===== src/rtl/piano_voice.sv =====
// Multi-key square-wave voice: per-key debounce, fixed-priority key select, one tone counter.
// Optional PIANO_OCTAVE_EN adds an octave_up input that halves the half-period at each reload.
module piano_voice #(
  parameter int N_KEYS   = 8,
  parameter int DIV_W    = 32,
  parameter int DEBOUNCE = 3,
  parameter logic [N_KEYS*DIV_W-1:0] HALF_PER = {
    32'd47778, 32'd50619, 32'd56818, 32'd63776,
    32'd71586, 32'd75843, 32'd85131, 32'd95556},
  localparam int IDX_W = (N_KEYS > 1) ? $clog2(N_KEYS) : 1
) (
  input  logic              clk,
  input  logic              rst,
`ifdef PIANO_OCTAVE_EN
  input  logic              octave_up,
`endif
  input  logic [N_KEYS-1:0] light,
  output logic              speaker,
  output logic              active,
  output logic [IDX_W-1:0]  note_idx
);

  typedef enum logic {IDLE, PLAY} state_t;

  logic [N_KEYS-1:0] deb;
  logic [IDX_W-1:0]  sel;
  logic              sel_valid;
  logic              oct;

  state_t            state_q, state_d;
  logic [DIV_W-1:0]  cnt_q, cnt_d;
  logic              spk_q, spk_d;
  logic [IDX_W-1:0]  note_q, note_d;

`ifdef PIANO_OCTAVE_EN
  assign oct = octave_up;
`else
  assign oct = 1'b0;
`endif

  // A key level is accepted only after it has differed from the accepted level
  // on DEBOUNCE consecutive edges; any agreeing sample restarts the run.
  genvar gi;
  generate
    for (gi = 0; gi < N_KEYS; gi++) begin : g_deb
      logic       deb_bit_q;
      logic [3:0] run_q;
      always_ff @(posedge clk) begin
        if (rst) begin
          deb_bit_q <= 1'b0;
          run_q     <= 4'd0;
        end else if (light[gi] != deb_bit_q) begin
          if (run_q == 4'(DEBOUNCE - 1)) begin
            deb_bit_q <= ~deb_bit_q;
            run_q     <= 4'd0;
          end else begin
            run_q <= run_q + 4'd1;
          end
        end else begin
          run_q <= 4'd0;
        end
      end
      assign deb[gi] = deb_bit_q;
    end
  endgenerate

  always_comb begin
    sel       = '0;
    sel_valid = |deb;
    for (int i = N_KEYS - 1; i >= 0; i--) begin
      if (deb[i]) sel = IDX_W'(i);
    end
  end

  // Counter preset for a key: half-period minus one, zero half-periods act as one.
  function automatic logic [DIV_W-1:0] reload_val(input logic [IDX_W-1:0] idx,
                                                  input logic             half);
    logic [DIV_W-1:0] hp;
    hp = '0;
    for (int i = 0; i < N_KEYS; i++) begin
      if (idx == IDX_W'(i)) hp = HALF_PER[i*DIV_W +: DIV_W];
    end
    if (half) hp = hp >> 1;
    if (hp == '0) hp = DIV_W'(1);
    return hp - DIV_W'(1);
  endfunction

  always_ff @(posedge clk) begin
    if (rst) begin
      state_q <= IDLE;
      cnt_q   <= '0;
      spk_q   <= 1'b0;
      note_q  <= '0;
    end else begin
      state_q <= state_d;
      cnt_q   <= cnt_d;
      spk_q   <= spk_d;
      note_q  <= note_d;
    end
  end

  always_comb begin
    state_d = state_q;
    cnt_d   = cnt_q;
    spk_d   = spk_q;
    note_d  = note_q;
    case (state_q)
      IDLE: begin
        cnt_d = '0;
        spk_d = 1'b0;
        if (sel_valid) begin
          state_d = PLAY;
          cnt_d   = reload_val(sel, oct);
          spk_d   = 1'b1;
          note_d  = sel;
        end
      end
      PLAY: begin
        if (!sel_valid) begin
          state_d = IDLE;
          cnt_d   = '0;
          spk_d   = 1'b0;
        end else if (sel != note_q) begin
          // Note change starts on an edge so no short pulse is emitted.
          note_d = sel;
          cnt_d  = reload_val(sel, oct);
          spk_d  = ~spk_q;
        end else if (cnt_q == '0) begin
          cnt_d = reload_val(note_q, oct);
          spk_d = ~spk_q;
        end else begin
          cnt_d = cnt_q - DIV_W'(1);
        end
      end
      default: state_d = IDLE;
    endcase
  end

  assign speaker  = spk_q;
  assign active   = (state_q == PLAY);
  assign note_idx = note_q;

endmodule


===== config.mk =====
export PLATFORM = sky130hd
export DESIGN_NAME = piano_voice
export DESIGN_NICKNAME = d
export VERILOG_FILES = /design/src/rtl/piano_voice.sv
export SDC_FILE = /design/constraint.sdc
export NUM_CORES = 1
export LEC_CHECK = 0
export CAP_MARGIN = 5
export CELL_PAD_IN_SITES_DETAIL_PLACEMENT = 1
export CELL_PAD_IN_SITES_GLOBAL_PLACEMENT = 1
export CORE_ASPECT_RATIO = 1.4
export CORE_MARGIN = 2
export CORE_UTILIZATION = 46
export CTS_CLUSTER_SIZE = 16
export DETAILED_ROUTE_END_ITERATION = 8
export PLACE_DENSITY_LB_ADDON = 0.1
export SETUP_SLACK_MARGIN = 0.1
export SYNTH_ARGS = -nofsm -noshare
export SYNTH_HDL_FRONTEND = slang
export SYNTH_SLANG_ARGS = --single-unit
export TNS_END_PERCENT = 5

===== constraint.sdc =====
create_clock -name clk -period 3.89 [get_ports clk]
set_clock_uncertainty 0.2 [all_clocks]
set_input_delay 0.9725 -clock clk [delete_from_list [all_inputs] [get_ports clk]]
set_output_delay 0.9725 -clock clk [all_outputs]
set_load 0.005 [all_outputs]

==> results.cfg <==
[timing]
setup_tns_ns = 0
rsz0062_at_grt = no
tightest_slew_ns = 0.667
slew_violations = 0
period_share_pct = 91.5
fin_crit_ns = 3.56
fmax_mhz = 281
relSlewSlack_pct = 55.4
hold_viol_final = 0
fin_hold_ws_ns = 0.258
setup_ws_ns = 0.331
finalSetupViolations = 0

[power]
cellLeakagePower_nw = 1.79
internal_power_w = 0.00159
ir_drop_uv = 353
seqPwrFrac_pct = 36.0
power_frac_comb_pct = 31.5
switching_share_pct = 33.0
p_per_area_nw_per_um2 = 519
pwr-share-clk_pct = 32.6
p_switching_w = 0.000783

[drt]
wl_mm = 9.89
num_vias = 3403
first_pass_iters = 4
drt_iter0_drc = 134
drc = 0
postRouteAntennaNets = 0
avgViaCountPerCell = 5.64
wl_per_cell_um = 16.4

[global_route]
gr-total-overflow = 0
grtUsageMet2_pct = 41.7
grt_pass1_vias = 3539
grt.total_usage_pct = 22.2
grt_pass1_wl_mm = 17.0
antenna_found_initial = 0
grtUsageMet1_pct = 24.4
grt.busiest_layer = met2
met3_usage_pct = 4.25
grt_max_degree = 26

[yosys]
synth_top_area_cell = dfxtp_1
yosysTopAreaCellShare_pct = 38.3
ys_seq_area_share_pct = 38.3
netlist_area_um2 = 4020
synth_edf_count = 0
synthArstFlopShare_pct = 0
synth_seq_cells = 77
syn_avg_cell_area_um2 = 8.38
ys_types = 47
yosys-top-cells-area = dfxtp_1 38%, nor2_1 7.7%, xnor2_1 7.2%, ha_1 5.3%, a21oi_1 4.0%
yosysWarnings = 0
syn_nets = 507
synth_flop_cell = dfxtp_1
syn-instance-count = 480

[placed_design]
hpwlAfterDp_mm = 7.41
port_buffers = 14
gp_congestion = 0.831
place_ws_ns = 0.145
place_area_um2 = 4280
dpl.cell_count = 587

[floorplanning]
die-area_um2 = 9520
core_um2 = 8560
die_y_um = 115
die-width_um = 83.0
fp-row-count = 40
start_util_pct = 47.0
io_pins = 15

[worst_hold_path]
hold_path_class = flip-flop to flip-flop

[layout]
drive_above_1_share_pct = 10.0
final_common_cell = nor2_1
fin_nets = 520
fin_cells = 603
layout_common_cells = 83 x nor2_1, 77 x dfxtp_1, 33 x xnor2_1, 32 x a21oi_1, 26 x nand2_1
final_area_um2 = 4570
num-fill-cells = 1049
area_growth_pct = 13.7
n_antenna_cell = 0

[cts]
cts_setup_buffers = 0
cts_made_buffers = 9
cts_root_buf = clkbuf_16
ctsLongestPathBuffers = 2
cts_tree = yes
cts_max_level = 3
clkLatencyLatePin_ns = 0.33
clock-sinks = 77
cts-resized-gates = 0
clk_pin_slew_ns = 0.06
holdBufCountCts = 0

[critical_path]
endpoint_kind = flip-flop
worstPathMaxFanout = 6
required_ns = 3.88
crit_type = flip-flop to flip-flop
cp.arrival_ns = 3.55
startpoint_type = flip-flop

[status]
status = finished clean

[flow_run]
drv_cap = 0
==> power groups by stage <==
stage | clock network [W] | registers [W] | logic [W]
after floorplan | 0 | 0.000858 | 0.000565
after global placement | 0 | 0.000869 | 0.000712
after detailed placement | 0 | 0.000870 | 0.000723
after CTS | 0.000795 | 0.000853 | 0.000733
after global routing | 0.000818 | 0.000858 | 0.000832
final | 0.000773 | 0.000853 | 0.000747
==> worst max-delay path, stage by stage (launching register included) <==
cell,delay [ns]
dfxtp_1,0.34
or4_4,0.57
or4_4,0.55
or3_4,0.43
nor3_4,0.21
nor2_1,0.07
ha_1,0.20
nand2b_1,0.13
nor3_1,0.10
nand3b_1,0.15
or4_4,0.20
nor3_2,0.05
xnor2_1,0.17
nor2_1,0.06
==> through the flow <==
stage,total power [W],utilization (%)
global placement,0.00158,50.0
global route,0.00251,53.4
floorplan,0.00142,-
CTS,0.00238,53.2
finish,0.00237,53.4
detailed placement,0.00159,50.0
==> cell families after synthesis <==
kind of cell             after synthesis  share of synthesized area, %
AO/OA/AOI/OAI                         85                          13.0
XOR/XNOR                              51                          11.1
adder cells (fa/ha/maj)               17                          5.29
buffers and inverters                 39                          4.08
flip-flops                            77                          38.3
multiplexers                           7                          1.74
AND/OR/NAND/NOR                      204                          26.4
==> area by class of cell <==
type | count | area [um2] | share of cell area [%]
multi-input combinational | 364 | 2330 | 51.1
timing repair buffer | 26 | 230 | 5.03
clock inverter | 5 | 36.3 | 0.793
sequential | 77 | 1540 | 33.7
clock buffer | 11 | 243 | 5.31
inverter | 15 | 56.3 | 1.23
tap | 105 | 131 | 2.87
==> flip-flops by register name, summed over array words and instances (netlist names) <==
signal           flops
active               1
g_deb.run_q         32
note_idx             3
g_deb.deb_bit_q      8
speaker              1
cnt_q               32
==> cells in the mapped netlist (2+ instances only) <==
master and count:
inv_1 15, clkbuf_1 20, o311a_1 3, o311ai_1 2, or3_1 16, nor3_1 14
o21bai_1 2, or4_1 5, o21ai_0 15, or2_2 7, ha_1 17, buf_2 2
nor2_1 83, mux2i_1 7, and2b_1 2, a211o_1 2, buf_6 2, nand3b_1 4
a31oi_1 6, nor3b_1 9, a211oi_1 6, nand2b_1 5, xnor2_1 33, o21ai_1 4
nor2b_1 4, o22ai_1 3, nand3_1 15, a21oi_1 32, nor3b_2 2, o31ai_1 3
nor4_2 2, xor2_1 18, nor4_1 2, dfxtp_1 77, nor3_2 2, nand2_1 26
or4_4 3
==> routing by layer <==
metal / routed length, um / vias to the layer above
met4: 255 / 0
li1: - / 1680
met3: 306 / 22
met1: 3980 / 1649
met2: 5350 / 52
met5: 0 / -
==> final timing paths <==
| check | cells after the start | slack (ns) | endpoint | from |
|---|---|---|---|---|
| max | 13 | 0.33 | cnt_q[26] | cnt_q[23] |
| min | 1 | 0.26 | g_deb[1].run_q[0] | g_deb[1].run_q[0] |
| max reg2reg | 13 | 0.33 | cnt_q[26] | cnt_q[23] |
| min reg2reg | 1 | 0.26 | g_deb[1].run_q[0] | g_deb[1].run_q[0] |
(Power assumes the default switching activity.)
